==> src/rtl/nonrestoring_divider.sv <==
// Sequential radix-2 non-restoring divider: one quotient bit per clock, then a fix-up cycle.
// Optional `SIGNED_DIV_EN selects two's-complement operands (truncating division).
module nonrestoring_divider #(
  parameter int N = 8
) (
  input  logic         clk_100MHz,
  input  logic         rst_n,
  input  logic         start,
  input  logic [N-1:0] data_inD,
  input  logic [N-1:0] data_inV,
  output logic [N-1:0] quot,
  output logic [N-1:0] rem,
  output logic         busy,
  output logic         done,
  output logic         div_by_zero
);

  localparam int CW = $clog2(N + 1);

  typedef enum logic [1:0] {IDLE, RUN, FIX} state_t;

  state_t            state, state_nxt;
  logic [CW-1:0]     cnt;
  logic signed [N:0] acc;
  logic [N-1:0]      q_reg;
  logic [N-1:0]      v_reg;
  logic signed [N:0] v_ext;
  logic signed [N:0] acc_sh;
  logic signed [N:0] acc_step;
  logic [N-1:0]      q_step;
  logic [N-1:0]      rem_raw;
  logic [N-1:0]      quot_fin;
  logic [N-1:0]      rem_fin;
  logic              accept;

`ifdef SIGNED_DIV_EN
  logic sign_q;
  logic sign_r;

  function automatic logic [N-1:0] magnitude(input logic [N-1:0] x);
    return x[N-1] ? (~x + N'(1)) : x;
  endfunction

  function automatic logic [N-1:0] apply_sign(input logic [N-1:0] x, input logic neg);
    return neg ? (~x + N'(1)) : x;
  endfunction
`endif

  assign accept = (state == IDLE) && start && (data_inV != '0);
  assign busy   = (state == RUN) || (state == FIX);

  // Iteration datapath: sign of the old partial remainder picks subtract or add.
  always_comb begin
    v_ext    = {1'b0, v_reg};
    acc_sh   = {acc[N-1:0], q_reg[N-1]};
    acc_step = acc[N] ? (acc_sh + v_ext) : (acc_sh - v_ext);
    q_step   = {q_reg[N-2:0], ~acc_step[N]};
    // Final remainder lies in [0, V), so the restore fits in N bits.
    rem_raw  = acc[N] ? (acc[N-1:0] + v_reg) : acc[N-1:0];
`ifdef SIGNED_DIV_EN
    quot_fin = apply_sign(q_reg, sign_q);
    rem_fin  = apply_sign(rem_raw, sign_r);
`else
    quot_fin = q_reg;
    rem_fin  = rem_raw;
`endif
  end

  always_comb begin
    state_nxt = state;
    case (state)
      IDLE:    if (accept) state_nxt = RUN;
      RUN:     if (cnt == CW'(1)) state_nxt = FIX;
      FIX:     state_nxt = IDLE;
      default: state_nxt = IDLE;
    endcase
  end

  always_ff @(posedge clk_100MHz or negedge rst_n) begin
    if (!rst_n) begin
      state       <= IDLE;
      cnt         <= '0;
      quot        <= '0;
      rem         <= '0;
      done        <= 1'b0;
      div_by_zero <= 1'b0;
    end else begin
      state <= state_nxt;
      done  <= 1'b0;
      case (state)
        IDLE: begin
          if (start && data_inV == '0) begin
            quot        <= '1;
            rem         <= data_inD;
            div_by_zero <= 1'b1;
            done        <= 1'b1;
          end else if (accept) begin
            div_by_zero <= 1'b0;
            cnt         <= CW'(N);
          end
        end
        RUN: cnt <= cnt - CW'(1);
        FIX: begin
          quot <= quot_fin;
          rem  <= rem_fin;
          done <= 1'b1;
        end
        default: ;
      endcase
    end
  end

  // Operand and partial-remainder registers carry no reset; they are loaded on accept.
  always_ff @(posedge clk_100MHz) begin
    if (accept) begin
      acc <= '0;
`ifdef SIGNED_DIV_EN
      q_reg  <= magnitude(data_inD);
      v_reg  <= magnitude(data_inV);
      sign_q <= data_inD[N-1] ^ data_inV[N-1];
      sign_r <= data_inD[N-1];
`else
      q_reg <= data_inD;
      v_reg <= data_inV;
`endif
    end else if (state == RUN) begin
      acc   <= acc_step;
      q_reg <= q_step;
    end
  end

endmodule

==> config.mk <==
export PLATFORM = sky130hd
export DESIGN_NAME = nonrestoring_divider
export DESIGN_NICKNAME = d
export VERILOG_FILES = /design/src/rtl/nonrestoring_divider.sv
export SDC_FILE = /design/constraint.sdc
export NUM_CORES = 1
export LEC_CHECK = 0
export CAP_MARGIN = 20
export CORE_ASPECT_RATIO = 1.2
export CORE_MARGIN = 2
export CORE_UTILIZATION = 60
export DETAILED_ROUTE_END_ITERATION = 6
export GPL_TIMING_DRIVEN = 0
export PLACE_DENSITY_LB_ADDON = 0.05
export RECOVER_POWER = 50
export SETUP_SLACK_MARGIN = 0.02
export SYNTH_ARGS = -nofsm -noshare
export SYNTH_HDL_FRONTEND = slang
export SYNTH_SLANG_ARGS = --single-unit
==> constraint.sdc <==
create_clock -name clk_100MHz -period 6.3 [get_ports clk_100MHz]
set_input_delay 0.945 -clock clk_100MHz [delete_from_list [all_inputs] [get_ports clk_100MHz]]
set_output_delay 0.945 -clock clk_100MHz [all_outputs]
set_load 0.05 [all_outputs]
* Word-level counts from Yosys, hierarchy flattened *
Cells that the tools add are included.
Widths: inputs -> output; s select.

cells by class
  $add $sub $neg = 4
  equality and inequality tests = 7
  mux-type cells = 18
  bitwise gates (word level) = 1
  reduce and logical (&&, ||, !) cells = 15

operator list
  cell                 count
  $mux 8               5
  $pmux 8 s2           2
  $add 9x9->9          1
  $mux 9               1
  $sub 9x9->9          1
  $add 8x8->8          1
  $logic_not 8->1      1
  $mux 4               2
  $pmux 4 s2           1
  $reduce_bool 2->1    4
  $reduce_bool 8->1    1
  $ne 2x2->1 const B   3
  $reduce_and 2->1     3
  $eq 4x1->1 const B   1
  $mux 2               2
  $pmux 2 s2           1
  $sub 4x1->4 const B  1
  $logic_and 1x1->1    3
  $mux 1               3
  $reduce_and 3->1     1
  $eq 2x1->1 const B   1
  $eq 2x2->1 const B   1
  $logic_not 2->1      1
  $ne 2x1->1 const B   1
  3 further kinds      3

word-level totals
  register bits = 49
  output and inout port bits = 19
  logic and storage cells = 54

* Longest topological paths before layout *
  depth after elaboration = 6
  gate-level depth with buffers = 11
  depth with buffers taken out = 11

* Worst setup path before layout *
OpenSTA, ideal clock, no wires.

  path kind = register to register
  start point = register v_reg[2]
  end point = register q_reg[0] (data pin)
  setup time = 0.260 ns
  data arrival time = 2.365 ns
  required time = 6.040 ns
  setup slack = 3.675 ns
  cell stages (with the launch flop) = 10
  path buffers = 0
  clock period less this slack = 2.625 ns
  path through = edfxtp_1 -> nor4_1 -> a21oi_1 -> xor2_1 -> ha_1 -> a21o_1 -> a21o_1 -> a221oi_2 -> xnor2_1 -> mux2_4

between the ends
  longest elaborated chain between the ends = 5

RTL lines
  what                                        RTL line  source
  from (decl)                                 26        logic [N-1:0] v_reg;
  from (signal assigned)                      124       v_reg <= data_inV;
  $sub 9x9->9 or $add 9x9->9 (tied branches)  56        acc_step = acc[N] ? (acc_sh + v_ext) : (acc_sh - v_ext);
  $mux 9 (*)                                  56
  $not 1->1 (*)                               57        q_step = {q_reg[N-2:0], ~acc_step[N]};
  $mux 8 (*)                                  126       end else if (state == RUN) begin
  $mux 8 (*)                                  115       if (accept) begin
  to (signal assigned)                        123       q_reg <= data_inD;
  to (signal assigned)                        128       q_reg <= q_step;
  to (decl)                                   25        logic [N-1:0] q_reg;

Mark *: on every way between the ends. The rest lies on a longest branch, timed or not. The select of a mux whose other input is x is not followed.
A chain may end at the register's enable or synchronous reset.

* Worst setup path after layout *
  start point = input data_inV[1]
  end point = register q_reg[5] (enable)

between the ends
  longest elaborated chain between the ends = 3

RTL lines
  what                         RTL line  source
  from (decl)                  10        input logic [N-1:0] data_inV,
  $reduce_bool 8->1            49        assign accept = (state == IDLE) && start && (data_inV != '0);
  $logic_and 1x1->1            49
  $reduce_bool 2->1 (no line)  -

No other way between the ends.

==> flow_summary.ini <==
[cells_and_area]
drive_above_1_share_pct = 6.95
layout.nets = 415
largest_register = acc
utilization_pct = 72.7
design_area_um2 = 3590
area.growth.synth_to_final_pct = 17.2
diodes = 0
largest_register_ffs = 9

[floorplan]
coreArea_um2 = 4940
start_util_pct = 62.0
die_y_um = 82.3
dieArea_um2 = 5700
die_w_um = 69.2
rows = 28
pin_count = 38

[sta]
drv_slew = 0
maxSlewHeadroom_pct = 27.3
period_needed_ns = 3.29
finalClockSkew_ns = 0.0105
max_freq_ghz = 0.304
hold_viol = 0
fin_crit_sh_pct = 52.2
finalSetupViolations = 0
rsz0062_at_grt = no
tns_ns = 0
worst_pin_slew_ns = 1.09

[worst_setup_path]
cp_top_family = simple AND/OR/NAND/NOR gates
cp.arrival_ns = 3.28
cpPeakStageDelay_ns = 0.72
path_class = in2reg
path_cells = dlygate4sd3_1 > nor4_1 > a21o_1 > clkbuf_1 > nand2b_1
worst-path-buf-inv = 2
crit_required_ns = 6.29
critPathLaunchType = input port
worstSetupEndpointType = flop
worstPathMaxFanout = 10
critPathSlowestCell = nor4_1

[power]
p_total_mw = 1.95
p_per_area_nw_per_um2 = 543
p_leak_nw = 1.49
peakVddDrop_v = 0.000280

[clock_tree]
cts_tree = built
root_buffer = clkbuf_8
ctsHoldBuffers = 0
cts_resized = 0
cts_buffer_depth = 2
htree_levels = 2
numCtsBuffers = 5
clk_latency_ns = 0.32
post-cts-setup-buffers = 0
clk_pin_slew_ns = 0.10
cts.sinks = 49

[routing]
vias = 2579
drt_iter0_drc = 151
ant_nets = 0
routed_via_density = 5.94
wl_per_cell_um = 16.1
drcViolationCount = 0
wl_um = 6980
firstDrtPassIters = 4

[global_routing]
grt-ovfl-total = 0
grt_pass1_wl_um = 11500
grt_max_degree = 20
antenna_found_initial = 0
grt.total_usage_pct = 25.6
grt_pass1_vias = 2397

[synthesis]
synth-seq-cells = 49
synth_edf_count = 16
syn_area_um2 = 3060
ys_types = 50
synth_cells = 328
yosys_warnings = 0
synthArstFlopShare_pct = 49.0
synth.avg_cell_area_um2 = 9.34
syn_nets = 370
synthFlopType = dfrtp_1
seq_area_frac_synth_pct = 41.2

[hold_path]
hold_path.class = reg2reg

[flow_run]
max-cap-violations = 0

[placement]
gp_congestion = 0.887
placed_area_um2 = 3520
numPortBuffers = 37
dp_hpwl_um = 5250

[status]
run_status = finished clean
## layout make-up
class | count | area (um2)
fillers | 372 | 1350
multi-input cells | 241 | 1630
well taps | 60 | 75.1
repair buffers | 38 | 374
plain buffers | 14 | 65.1
flip-flops and latches | 49 | 1260
inverters | 24 | 90.1
clock buffers | 5 | 68.8
clock inverters | 3 | 25.0
## power by group
part / leakage, nW / total [mW] / switching [mW] / internal, mW
Sequential: 0.495 / 0.559 / 0.0899 / 0.469
Clock: 0.0466 / 0.201 / 0.120 / 0.0813
Combinational: 0.951 / 1.19 / 0.732 / 0.456
Total: 1.49 / 1.95 / 0.942 / 1.01
## layout by cell type (no fill, tap or decap), types with 2 or more instances in the layout
cell and instances:
nand2_1 24, nor2b_1 4, xor2_1 8, o21ai_0 21
a21oi_1 27, and3_1 3, nand2b_1 3, nand3b_1 2
inv_1 24, dfrtp_1 24, buf_1 3, or2_2 2
o31ai_1 2, ha_1 21, nor3_1 6, nor4_1 2
o221ai_1 3, nand3_1 4, edfxtp_1 16, xnor2_1 6
mux2i_1 7, nor2_1 39, fa_1 2, buf_2 4
clkdlybuf4s50_1 14, a21o_1 7, o21bai_1 3, dfxtp_1 9
a211oi_1 7, clkbuf_1 7, a31oi_1 15, mux2_2 4
dlygate4sd3_1 23, clkbuf_8 5, o211ai_1 2
## layer usage
metal	vias up	part of all wire (%)	track usage, %	routed length (um)
met2	82	47	42.7	3280
met4	0	3.0	12.4	209
met3	18	4.7	4.25	326
li1	1262	-	-	-
met5	-	0	0	0
met1	1217	45	33.0	3160
## cell usage after synthesis, types with 2 or more instances
master / instances / area share (%)
buf_2: 5 / 0.82
dfxtp_1: 9 / 5.9
nor2b_1: 4 / 0.82
buf_1: 3 / 0.37
and3_1: 3 / 0.61
o21bai_1: 3 / 0.73
nor2_1: 39 / 4.8
a31oi_1: 15 / 3.1
nor4_4: 2 / 1.4
a21oi_1: 27 / 4.4
mux2i_1: 7 / 2.3
clkbuf_1: 5 / 0.61
inv_1: 24 / 2.9
ha_1: 21 / 8.6
o211ai_1: 2 / 0.49
mux2_2: 4 / 1.5
fa_1: 2 / 1.3
nand3_1: 4 / 0.65
edfxtp_1: 16 / 16
o21ai_0: 21 / 3.4
nor3_1: 6 / 0.98
o31ai_1: 2 / 0.49
nand2b_1: 3 / 0.61
xor2_1: 8 / 2.3
or2_2: 2 / 0.41
dfrtp_1: 24 / 20
xnor2_1: 6 / 1.7
nand3b_1: 2 / 0.49
nand2_1: 24 / 2.9
o221ai_1: 3 / 0.86
a211oi_1: 7 / 1.7
a21o_1: 7 / 1.7
## logic make-up after synthesis
logic type / after synthesis / share of synthesized area (%)
AO/OA/AOI/OAI: 97 / 19.8
XOR/XNOR: 14 / 4.00
adder cells (fa/ha/maj): 23 / 9.88
buffers and inverters: 38 / 5.10
flip-flops: 49 / 41.2
multiplexers: 13 / 4.98
AND/OR/NAND/NOR: 94 / 15.0
## worst paths after layout
kind | start | endpoint | slack (ns) | cells past startpoint
setup / recovery | data_inV[1] | q_reg[5]$_DFFE_PP_ | 3.01 | 5
hold / removal | rem[2]$_DFFE_PN0P_ | rem[2]$_DFFE_PN0P_ | 0.52 | 1
setup reg to reg | v_reg[1]$_DFFE_PP_ | q_reg[0]$_DFFE_PP_ | 3.21 | 11
hold reg to reg | rem[2]$_DFFE_PN0P_ | rem[2]$_DFFE_PN0P_ | 0.52 | 1
max in group asynchronous | rst_n | done$_DFF_PN0_ | 4.08 | 2
min in group asynchronous | rst_n | rem[1]$_DFFE_PN0P_ | 0.93 | 1
## through the flow
stage               hold slack, ns  setup WS, ns  std cells
floorplan                    0.473          3.68        328
global placement             0.491          3.28        425
detailed placement           0.501          3.24        426
CTS                          0.521          3.29        434
global route                 0.532          2.80        434
finish                       0.517          3.01        434
Note: power is estimated with default switching activity, not from simulation.
